--- src/rtl/clause_stream_reader_if.sv ---
// Bus bundle between the clause stream reader, the clause bank and the evaluator.
// Carries sweep control, the bank read port and the clause output stream.
// master = the reader itself, slave = the surrounding bank/evaluator side.
interface clause_stream_reader_if #(
  parameter int COEFF_WIDTH = 4,
  parameter int NUM_VARS    = 4,
  parameter int IDX_W       = 3
);
  // sweep control
  logic                              in_start;
  logic                              in_abort;
  logic [IDX_W:0]                    in_clause_count;
  // bank read port
  logic                              out_read_enable;
  logic [IDX_W-1:0]                  out_read_address;
  logic [COEFF_WIDTH*NUM_VARS-1:0]   in_read_data;
  // clause output stream
  logic [COEFF_WIDTH*NUM_VARS-1:0]   out_clause_coefficients;
  logic [IDX_W-1:0]                  out_clause_index;
  logic                              out_valid;
  logic                              in_ready;
  // status
  logic                              out_busy;
  logic                              out_done;

  modport master (
    input  in_start,
    input  in_abort,
    input  in_clause_count,
    output out_read_enable,
    output out_read_address,
    input  in_read_data,
    output out_clause_coefficients,
    output out_clause_index,
    output out_valid,
    input  in_ready,
    output out_busy,
    output out_done
  );

  modport slave (
    output in_start,
    output in_abort,
    output in_clause_count,
    input  out_read_enable,
    input  out_read_address,
    output in_read_data,
    input  out_clause_coefficients,
    input  out_clause_index,
    input  out_valid,
    output in_ready,
    input  out_busy,
    input  out_done
  );
endinterface

--- src/rtl/clause_stream_reader.sv ---
// Purpose: sweeps clause addresses 0..count-1 and streams each clause vector with its index.
// Latency: first clause valid 2 cycles after start is sampled; 1 clause/cycle with ready held high.
// Backpressure: reads stall once buffered + inflight clauses reach 2; head held stable while stalled.
module clause_stream_reader #(
  parameter int COEFF_WIDTH = 4,
  parameter int NUM_VARS    = 4,
  parameter int NUM_CLAUSES = 8,
  parameter int IDX_W       = 3
) (
  input  logic                  in_clk,
  input  logic                  in_reset_n,
  clause_stream_reader_if.master bus
);

  localparam int DW = COEFF_WIDTH * NUM_VARS;

  localparam logic [1:0] ST_IDLE  = 2'd0;
  localparam logic [1:0] ST_FETCH = 2'd1;
  localparam logic [1:0] ST_DRAIN = 2'd2;

  localparam logic [IDX_W:0] MAX_COUNT = NUM_CLAUSES[IDX_W:0];
  localparam logic [IDX_W:0] ONE       = {{IDX_W{1'b0}}, 1'b1};

  // sweep control state
  logic [1:0]       state_q;
  logic [IDX_W:0]   count_q;
  logic [IDX_W:0]   issue_ptr_q;
  logic             done_q;

  // one read can be in flight; its address travels with it as the FIFO tag
  logic             inflight_q;
  logic [IDX_W-1:0] inflight_idx_q;

  // 2-entry clause FIFO
  logic [DW-1:0]    fifo_dat_q [2];
  logic [IDX_W-1:0] fifo_idx_q [2];
  logic             fifo_rd_ptr_q;
  logic             fifo_wr_ptr_q;
  logic [1:0]       fifo_occ_q;

  // combinational decisions
  logic [IDX_W:0]   clamped_count;
  logic [IDX_W:0]   count_m1;
  logic [2:0]       credit_used;
  logic             credit_ok;
  logic             head_vld;
  logic             pop;
  logic             push;
  logic             issue;
  logic             last_issue;
  logic             last_pop;
  logic             start_ok;

  // Per-cycle decisions: clamp, credit check, read issue and end-of-sweep detection.
  always_comb begin
    clamped_count = (bus.in_clause_count > MAX_COUNT) ? MAX_COUNT : bus.in_clause_count;
    count_m1      = count_q - ONE;
    head_vld      = (fifo_occ_q != 2'd0);
    pop           = head_vld && bus.in_ready;
    push          = inflight_q;
    // A slot freed by this cycle's pop can be reused by a read issued this cycle.
    credit_used   = {1'b0, fifo_occ_q} + {2'b00, inflight_q};
    credit_ok     = (credit_used < (3'd2 + {2'b00, pop}));
    issue         = (state_q == ST_FETCH) && !bus.in_abort && credit_ok;
    last_issue    = issue && (issue_ptr_q == count_m1);
    last_pop      = (state_q == ST_DRAIN) && pop &&
                    ({1'b0, fifo_idx_q[fifo_rd_ptr_q]} == count_m1);
    start_ok      = (state_q == ST_IDLE) && bus.in_start && !bus.in_abort;
  end

  // Sweep FSM: latch the clamped count on start, walk the issue pointer, wait for the last transfer.
  always_ff @(posedge in_clk or negedge in_reset_n) begin
    if (!in_reset_n) begin
      state_q     <= ST_IDLE;
      count_q     <= '0;
      issue_ptr_q <= '0;
    end else if (bus.in_abort) begin
      state_q     <= ST_IDLE;
    end else begin
      case (state_q)
        ST_IDLE: begin
          if (start_ok) begin
            count_q     <= clamped_count;
            issue_ptr_q <= '0;
            state_q     <= (clamped_count == '0) ? ST_IDLE : ST_FETCH;
          end
        end
        ST_FETCH: begin
          if (issue) begin
            issue_ptr_q <= issue_ptr_q + ONE;
            if (last_issue) begin
              state_q <= ST_DRAIN;
            end
          end
        end
        ST_DRAIN: begin
          if (last_pop) begin
            state_q <= ST_IDLE;
          end
        end
        default: state_q <= ST_IDLE;
      endcase
    end
  end

  // Done pulse: the cycle after an empty sweep starts or after the final clause leaves.
  always_ff @(posedge in_clk or negedge in_reset_n) begin
    if (!in_reset_n) begin
      done_q <= 1'b0;
    end else begin
      done_q <= !bus.in_abort && ((start_ok && (clamped_count == '0)) || last_pop);
    end
  end

  // Inflight tracker: bank data for a strobe arrives one cycle later; abort drops it.
  always_ff @(posedge in_clk or negedge in_reset_n) begin
    if (!in_reset_n) begin
      inflight_q     <= 1'b0;
      inflight_idx_q <= '0;
    end else if (bus.in_abort) begin
      inflight_q     <= 1'b0;
    end else begin
      inflight_q <= issue;
      if (issue) begin
        inflight_idx_q <= issue_ptr_q[IDX_W-1:0];
      end
    end
  end

  // Clause FIFO: push returned data with its address tag, pop on transfer, abort empties it.
  always_ff @(posedge in_clk or negedge in_reset_n) begin
    if (!in_reset_n) begin
      for (int i = 0; i < 2; i++) begin
        fifo_dat_q[i] <= '0;
        fifo_idx_q[i] <= '0;
      end
      fifo_rd_ptr_q <= 1'b0;
      fifo_wr_ptr_q <= 1'b0;
      fifo_occ_q    <= 2'd0;
    end else if (bus.in_abort) begin
      fifo_rd_ptr_q <= 1'b0;
      fifo_wr_ptr_q <= 1'b0;
      fifo_occ_q    <= 2'd0;
    end else begin
      if (push) begin
        fifo_dat_q[fifo_wr_ptr_q] <= bus.in_read_data;
        fifo_idx_q[fifo_wr_ptr_q] <= inflight_idx_q;
        fifo_wr_ptr_q             <= ~fifo_wr_ptr_q;
      end
      if (pop) begin
        fifo_rd_ptr_q <= ~fifo_rd_ptr_q;
      end
      fifo_occ_q <= fifo_occ_q + {1'b0, push} - {1'b0, pop};
    end
  end

  assign bus.out_read_enable         = issue;
  assign bus.out_read_address        = issue ? issue_ptr_q[IDX_W-1:0] : '0;
  assign bus.out_clause_coefficients = fifo_dat_q[fifo_rd_ptr_q];
  assign bus.out_clause_index        = fifo_idx_q[fifo_rd_ptr_q];
  assign bus.out_valid               = head_vld;
  assign bus.out_busy                = (state_q != ST_IDLE);
  assign bus.out_done                = done_q;

endmodule
--- src/flat_wrapper.sv ---
// flat-port wrapper written by rule: the top's interface ports become plain ports
module clause_stream_reader_flat 
#(
  parameter int COEFF_WIDTH = 4,
  parameter int NUM_VARS    = 4,
  parameter int NUM_CLAUSES = 8,
  parameter int IDX_W       = 3
)
  (in_clk, in_reset_n, bus_in_start, bus_in_abort, bus_in_clause_count, bus_out_read_enable, bus_out_read_address, bus_in_read_data, bus_out_clause_coefficients, bus_out_clause_index, bus_out_valid, bus_in_ready, bus_out_busy, bus_out_done);
  clause_stream_reader_if #(.COEFF_WIDTH(COEFF_WIDTH), .NUM_VARS(NUM_VARS), .IDX_W(IDX_W)) bus_i ();
  input  logic in_clk;
  input  logic in_reset_n;
  input wire logic [$bits(bus_i.in_start)-1:0] bus_in_start;
  input wire logic [$bits(bus_i.in_abort)-1:0] bus_in_abort;
  input wire logic [$bits(bus_i.in_clause_count)-1:0] bus_in_clause_count;
  output wire logic [$bits(bus_i.out_read_enable)-1:0] bus_out_read_enable;
  output wire logic [$bits(bus_i.out_read_address)-1:0] bus_out_read_address;
  input wire logic [$bits(bus_i.in_read_data)-1:0] bus_in_read_data;
  output wire logic [$bits(bus_i.out_clause_coefficients)-1:0] bus_out_clause_coefficients;
  output wire logic [$bits(bus_i.out_clause_index)-1:0] bus_out_clause_index;
  output wire logic [$bits(bus_i.out_valid)-1:0] bus_out_valid;
  input wire logic [$bits(bus_i.in_ready)-1:0] bus_in_ready;
  output wire logic [$bits(bus_i.out_busy)-1:0] bus_out_busy;
  output wire logic [$bits(bus_i.out_done)-1:0] bus_out_done;
  assign bus_i.in_start = bus_in_start;
  assign bus_i.in_abort = bus_in_abort;
  assign bus_i.in_clause_count = bus_in_clause_count;
  assign bus_out_read_enable = bus_i.out_read_enable;
  assign bus_out_read_address = bus_i.out_read_address;
  assign bus_i.in_read_data = bus_in_read_data;
  assign bus_out_clause_coefficients = bus_i.out_clause_coefficients;
  assign bus_out_clause_index = bus_i.out_clause_index;
  assign bus_out_valid = bus_i.out_valid;
  assign bus_i.in_ready = bus_in_ready;
  assign bus_out_busy = bus_i.out_busy;
  assign bus_out_done = bus_i.out_done;
  clause_stream_reader #(.COEFF_WIDTH(COEFF_WIDTH), .NUM_VARS(NUM_VARS), .NUM_CLAUSES(NUM_CLAUSES), .IDX_W(IDX_W)) u_core (.in_clk(in_clk), .in_reset_n(in_reset_n), .bus(bus_i));
endmodule
--- config.mk ---
export PLATFORM = sky130hd
export DESIGN_NAME = clause_stream_reader_flat
export DESIGN_NICKNAME = d
export VERILOG_FILES = /design/src/rtl/clause_stream_reader_if.sv /design/src/rtl/clause_stream_reader.sv /design/src/flat_wrapper.sv
export SDC_FILE = /design/constraint.sdc
export NUM_CORES = 1
export LEC_CHECK = 0
export ABC_AREA = 1
export CAP_MARGIN = 30
export CORE_MARGIN = 2
export CORE_UTILIZATION = 57
export CTS_CLUSTER_DIAMETER = 120
export CTS_CLUSTER_SIZE = 25
export DETAILED_ROUTE_END_ITERATION = 10
export HOLD_SLACK_MARGIN = 0.08
export PLACE_DENSITY = 0.85
export SLEW_MARGIN = 20
export SYNTH_ARGS = -nofsm -noshare
export SYNTH_HDL_FRONTEND = slang
export SYNTH_SLANG_ARGS = --single-unit
--- constraint.sdc ---
create_clock -name in_clk -period 4.15 [get_ports in_clk]
set_clock_uncertainty 0.15 [all_clocks]
set_input_delay 0.6225 -clock in_clk [delete_from_list [all_inputs] [get_ports in_clk]]
set_output_delay 0.6225 -clock in_clk [all_outputs]
set_load 0.02 [all_outputs]
==> metrics.txt, run 1 <==
outcome complete, no violations; Post-synth top cells nand2_1, dfrtp_1, inv_1; WL per Instance 12.3 um; max incr delay on CP 0.60 ns; final period utilization 76.6%; # diodes 0; core area 5040 um^2; fraction of the mapped netlist area in compound gates 9.45%; vias in the first global route 2327; post-CTS sizing 0; PD cells 640 nW/um^2; Total Power 2.34 mW; most frequent cell after synthesis nand2_1; setup repair after global routing missed its margin false; leading area contributor after synthesis dfrtp_1; CTS root buffer clkbuf_8; fin crit period 3.18 ns; Detailed Route Iter0 Violations 210; vias per cell 4.97; cell row count 26; first-pass GRT wire length 10100 um; TritonCTS clock tree yes; VDD IR max 0.399 mV; TritonCTS buffer count 9; via count 2472; worst path required time 3.38 ns; Setup CP Type reg -> out; post-CTS setup buffers 0; final cell utilization of the core 72.4%; Initial DRT Pass Iterations 4; total gr overflow 0; Post-DRT Antenna Nets 0; Startpoint Class register; Hold Buf Count CTS 0; total wire length 6130 um; proportion of synthesized area in mux cells 0%; clock sinks 57; # IOs 51; Post-Syn Area 2940 um^2; initial antenna violation count 0; Port Buffers 50; Final Setup Violations 0; Post-synth ARST share 100%; Synth Area in XOR/XNOR 1.79%; final net count 454; YS warnings 0; max frequency 315 MHz; Synth Area in Simple Gates 27.2%; Final Cell Area 3650 um^2; Worst EP arrival 2.41 ns; # Max-Cap Violations 0; largest family of logic cells by synthesized area simple AND/OR/NAND/NOR gates; Seq cells post-synth 57; adder-cell share of the synthesized area 2.55%; dpl hpwl 4270 um; Skew-Pair Late Insertion Delay 0.34 ns; layout cells sized above 1 8.90%; worst-path cell chain ha_1, ha_1, nand2_1, nand3_4, clkinv_2, nand2_1, inv_1, clkdlybuf4s50_1; H-tree Lvls 3; Leak 1.90 nW; Post-synth EDFFs 0; clk slew on worst S/H paths 0.07 ns; # fillers 398; Die Wd 75.8 um; actual slew at the worst max-slew pin 0.812 ns; Post-DP Area 3440 um^2; sequential area share after synthesis 48.5%; min-delay worst type in -> async; Die Y 75.8 um; Critical Path Fanout Max 8; Main synth FF type dfrtp_1; Setup TNS 0 ns; Max Transition Viols Final 0; top cell type's share of synthesized area 48.5%; area grow syn2layout 24.2%; largest net degree at the start of global routing 40; die area 5750 um^2; Initial Utilization 58.3%; kind of end point of the critical path output port; placed insts 482; slew margin rel. 45.9%; post-route non-filler standard cell count 497; slowest stage cell on the critical path clkdlybuf4s50_1; Cells after Synth 372; syn avg cell area 7.90 um^2; DRC 0; Fin. Hold Viols 0; synth top area cells dfrtp_1, nand2_1, inv_1; gp weighted congestion 0.859; Global Route Usage Sum 24.1%; clk buf depth 2; Distinct cells, synth 33; Mapped Nets 403
## sequential cells by signal, summed over array words and instances (netlist names)
register               flops
u_core.fifo_dat_q         32
u_core.fifo_idx_q          6
u_core.count_q             4
u_core.issue_ptr_q         4
u_core.inflight_idx_q      3
u_core.fifo_occ_q          2
u_core.state_q             2
u_core.bus.out_done        1
u_core.fifo_rd_ptr_q       1
u_core.fifo_wr_ptr_q       1
u_core.inflight_q          1
## routing by layer
metal,wire length [um],global-route usage (%)
met2,3060,39.0
met1,2650,29.3
met4,163,12.5
met3,251,6.88
met5,0,0
## stage by stage
step           hold WS [ns]  worst slack [ns]
2_1_floorplan         0.177              1.94
3_3_place_gp          0.315              1.04
3_5_place_dp          0.322              1.03
4_1_cts               0.248             0.972
5_1_grt               0.292             0.870
6_report              0.230             0.971
## cells in the final DEF (no fill, tap or decap), drive strengths merged
cell	Yosys	layout
o21a	2	2
a21oi	3	3
nand3b	2	2
o22ai	3	3
dfrtp	57	57
inv	55	55
clkdlybuf4s50	0	49
buf	10	3
xnor2	4	4
nor3	2	2
bufinv	0	2
nor2	15	15
a21boi	1	1
clkinvlp	0	1
o21ai	42	42
nand2	147	147
clkbuf	2	10
ha	6	6
xor2	2	2
nand3	16	16
clkinv	1	3
nand4	2	2
## worst paths after layout
path	cells after the start	slack, ns	startpoint	endpoint
max	8	0.97	u_core.inflight_q	bus_out_read_address[2]
min	1	0.23	in_reset_n	u_core.fifo_dat_q[4]
max reg2reg	9	2.35	u_core.count_q[0]	u_core.state_q[0]
min reg2reg	2	0.34	u_core.fifo_dat_q[14]	u_core.fifo_dat_q[14]
max in group asynchronous	2	2.83	in_reset_n	u_core.count_q[3]
min in group in_clk	2	0.34	u_core.fifo_dat_q[14]	u_core.fifo_dat_q[14]
## power breakdown
group / switching [mW] / leakage [nW] / internal (mW) / total (mW)
clock: 0.217 / 0.102 / 0.334 / 0.551
sequential: 0.120 / 0.751 / 0.738 / 0.858
combinational: 0.522 / 1.04 / 0.404 / 0.926
total: 0.859 / 1.90 / 1.48 / 2.34
## area by class of cell
type                       instances  area, um^2  area share [%]
sequential                        57        1430            39.1
multi-input combinational        247        1210            33.0
timing repair buffer              52         510            14.0
inverter                          56         211            5.79
clock buffer                      10         128            3.50
tap                               70        87.6            2.40
clock inverter                     5        81.3            2.23
## logic make-up after synthesis
kind of cell | after synthesis
AND/OR/NAND/NOR | 184
AO/OA/AOI/OAI | 51
flip-flops | 57
buffers and inverters | 68
adder cells (fa/ha/maj) | 6
XOR/XNOR | 6
## critical path, delay by kind of cell (launching register included)
kind / cells / cell delay (ns)
and+or+nand+nor: 3 / 0.31
adders and majority gates: 2 / 0.53
DFF: 1 / 0.44
buffers and inverters: 3 / 0.80
Note: power is estimated with default switching activity, not from simulation.
==> inputs of run 2 (changes only) <==
--- a/config.mk
+++ b/config.mk
@@ -8,12 +8,12 @@
 export ABC_AREA = 1
 export CAP_MARGIN = 30
 export CORE_MARGIN = 2
-export CORE_UTILIZATION = 57
+export CORE_UTILIZATION = 53
 export CTS_CLUSTER_DIAMETER = 120
 export CTS_CLUSTER_SIZE = 25
 export DETAILED_ROUTE_END_ITERATION = 10
 export HOLD_SLACK_MARGIN = 0.08
-export PLACE_DENSITY = 0.85
+export PLACE_DENSITY = 0.8
 export SLEW_MARGIN = 20
 export SYNTH_ARGS = -nofsm -noshare
 export SYNTH_HDL_FRONTEND = slang
==> constraint.sdc (replaced) <==
create_clock -name in_clk -period 2.95 [get_ports in_clk]
set_clock_uncertainty 0.15 [all_clocks]
set_input_delay 0.4425 -clock in_clk [delete_from_list [all_inputs] [get_ports in_clk]]
set_output_delay 0.4425 -clock in_clk [all_outputs]
set_load 0.02 [all_outputs]
==> run 2 against run 1 <==
  * Power grew 41%
  * Final cell count grew 1.2%
  * Critical path type unchanged
  * Core utilization shrank 4.7 points
  * Design area grew 0.89%
  * Critical path depth shrank 2
==> metrics.txt, run 2 (synthesized netlist as in run 1, its figures left out) <==
outcome complete, no violations; Critical Path Fanout Max 8 (unchanged); # diodes 0 (unchanged); via count 2460 (-0.49%); crit path buf inv count 2 (-1); PD cells 897 nW/um^2 (+40%); combined area of the multi-input logic cells 1210 um^2 (unchanged); WL per Instance 12.3 um (-0.47%); Largest register FFs 32 (unchanged); Setup TNS 0 ns (unchanged); # IOs 51 (unchanged); TritonCTS clock tree yes; top flop regs u_core.fifo_dat_q (32), u_core.fifo_idx_q (6); total wire length 6170 um (+0.73%); slowest stage cell on the critical path clkdlybuf4s50_1; fin crit period 2.83 ns; CTS root buffer clkbuf_8; Die Wd 78.5 um (+3.5%); layout cells sized above 1 9.28% (+0.38 points); Detailed Route Iter0 Violations 169 (-20%); Skew-Pair Late Insertion Delay 0.33 ns (about the same); worst path required time 2.36 ns (-1.02 ns); die area 6160 um^2 (+7.2%); CP Launch Point u_core.inflight_q; H-tree Lvls 3 (unchanged); largest net degree at the start of global routing 40 (unchanged); max incr delay on CP 0.62 ns (+0.02 ns); worst reg2reg endpoint u_core.state_q[0]; dpl hpwl 4270 um (about the same); Initial Utilization 54.1% (-4.3 points); Total Power 3.30 mW (+41%); cell row count 27 (+3.8%); max frequency 353 MHz; post-CTS setup buffers 0 (unchanged); TritonCTS buffer count 9 (unchanged); placed insts 487 (+1.0%); RR Startpoint u_core.count_q[0]; Fin. Hold Viols 0 (unchanged); Max Transition Viols Final 0 (unchanged); total gr overflow 0 (unchanged); VDD IR max 0.564 mV (+41%); CP most frequent cell ha_1; worst-path cell chain ha_1, ha_1, nand2_1, nand3_4, clkinv_2, clkdlybuf4s50_1; final period utilization 96.1%; Final Setup Violations 0 (unchanged); CP Depth 6 (-2); Post-DRT Antenna Nets 0 (unchanged); initial antenna violation count 0 (unchanged); Port Buffers 50 (unchanged); Startpoint Class register; Largest Register u_core.fifo_dat_q; post-route non-filler standard cell count 503 (+1.2%); min-delay worst type reg -> reg; most frequent cells in the layout nand2_1, dfrtp_1, inv_1; clk buf depth 2 (unchanged); gp weighted congestion 0.852 (-0.78%); crit-path leading delay family buffers and inverters; actual slew at the worst max-slew pin 0.769 ns (-0.0425 ns); reg2reg path depth 9 (unchanged); first-pass GRT wire length 10500 um (+3.8%); final net count 458 (+0.88%); Worst EP arrival 2.24 ns (-0.17 ns); kind of end point of the critical path output port; vias in the first global route 2337 (+0.43%); crit path to bus_out_read_enable; clock sinks 57 (unchanged); # Max-Cap Violations 0 (unchanged); Global Route Usage Sum 22.0% (-2.1 points); # fillers 466 (+17%); area grow syn2layout 25.3%; Die Y 78.5 um (+3.5%); Setup CP Type reg -> out; R2R setup slack 1.13 ns (-1.22 ns); clk slew on worst S/H paths 0.06 ns (about the same); slew margin rel. 48.7% (+2.8 points); DRC 0 (unchanged); core area 5440 um^2 (+7.9%); vias per cell 4.89 (-1.7%); commonest non-fill, non-tap cell in the layout nand2_1; Leak 1.93 nW (+2.0%); Initial DRT Pass Iterations 4 (unchanged); setup repair after global routing missed its margin false; FF+latch area 1430 um^2 (unchanged)
[run 2: per-stage QoR]
| stage | util (%) | worst slack [ns] | hold WS [ns] | cell area (um^2) |
|---|---|---|---|---|
| 6_report | 67.7 | 0.115 | 0.336 | 3680 |
| 5_1_grt | 67.7 | 0.0117 | 0.357 | 3680 |
| 4_1_cts | 67.7 | 0.113 | 0.339 | 3680 |
| 3_5_place_dp | 63.7 | 0.211 | 0.324 | 3470 |
| 3_3_place_gp | 63.7 | 0.245 | 0.316 | 3470 |
| 2_1_floorplan | - | 0.920 | -0.00309 | 2940 |
[run 2: worst reg2reg max path, stage by stage, from the launching register on]
cell and delay (ns):
dfrtp_1 0.40, inv_1 0.13, ha_1 0.35, xnor2_1 0.14, nor2_1 0.18, nand2_1 0.10
nor2_1 0.10, nand2_1 0.05, nand2_1 0.06, nand2_1 0.05
[run 2: cell type report]
| cell class | instances | share of cell area (%) |
|---|---|---|
| clock buffer | 12 | 3.94 |
| clock inverter | 3 | 1.77 |
| inverter | 56 | 5.74 |
| multi-input combinational | 247 | 32.7 |
| sequential | 57 | 38.7 |
| tap | 72 | 2.45 |
| timing repair buffer | 56 | 14.6 |
[run 2: power breakdown]
| part | leakage [nW] | total [mW] | internal [mW] | switching [mW] |
|---|---|---|---|---|
| Combinational | 1.08 | 1.30 | 0.575 | 0.730 |
| Clock | 0.106 | 0.790 | 0.493 | 0.297 |
| Sequential | 0.751 | 1.21 | 1.04 | 0.170 |
| Total | 1.93 | 3.30 | 2.11 | 1.20 |
[run 2: worst min path at each step]
stage | startpoint | endpoint | cells after the start
final | u_core.fifo_dat_q[26] | u_core.fifo_dat_q[26] | 2
after CTS | u_core.fifo_dat_q[11] | u_core.fifo_dat_q[11] | 2
after detailed placement | u_core.fifo_dat_q[27] | u_core.fifo_dat_q[27] | 2
after floorplan | in_reset_n | u_core.bus.out_done | 0
after global placement | u_core.fifo_dat_q[27] | u_core.fifo_dat_q[27] | 2
after global routing | u_core.fifo_dat_q[25] | u_core.fifo_dat_q[25] | 2
[run 2: per-layer routing]
metal / global-route usage [%] / vias up / part of all wire, %
met4: 10.0 / 0 / 1.4
met2: 38.0 / 45 / 50
met1: 27.1 / 1155 / 45
li1: - / 1250 / -
met5: 0 / - / 0
met3: 3.68 / 10 / 4.1
[run 2: repair_timing]
item	CTS	global route
setup endpoints to repair	3	0
hold endpoints to repair	33	0
gates resized for setup	3	0
hold buffers	1	0
==> inputs of run 3 (changes only) <==
--- a/config.mk
+++ b/config.mk
@@ -14,6 +14,7 @@
 export DETAILED_ROUTE_END_ITERATION = 10
 export HOLD_SLACK_MARGIN = 0.08
 export PLACE_DENSITY = 0.8
+export SKIP_LAST_GASP = 1
 export SLEW_MARGIN = 20
 export SYNTH_ARGS = -nofsm -noshare
 export SYNTH_HDL_FRONTEND = slang
==> results of run 3 <==
Final layout, timing and power as in run 2 (identical DEF).
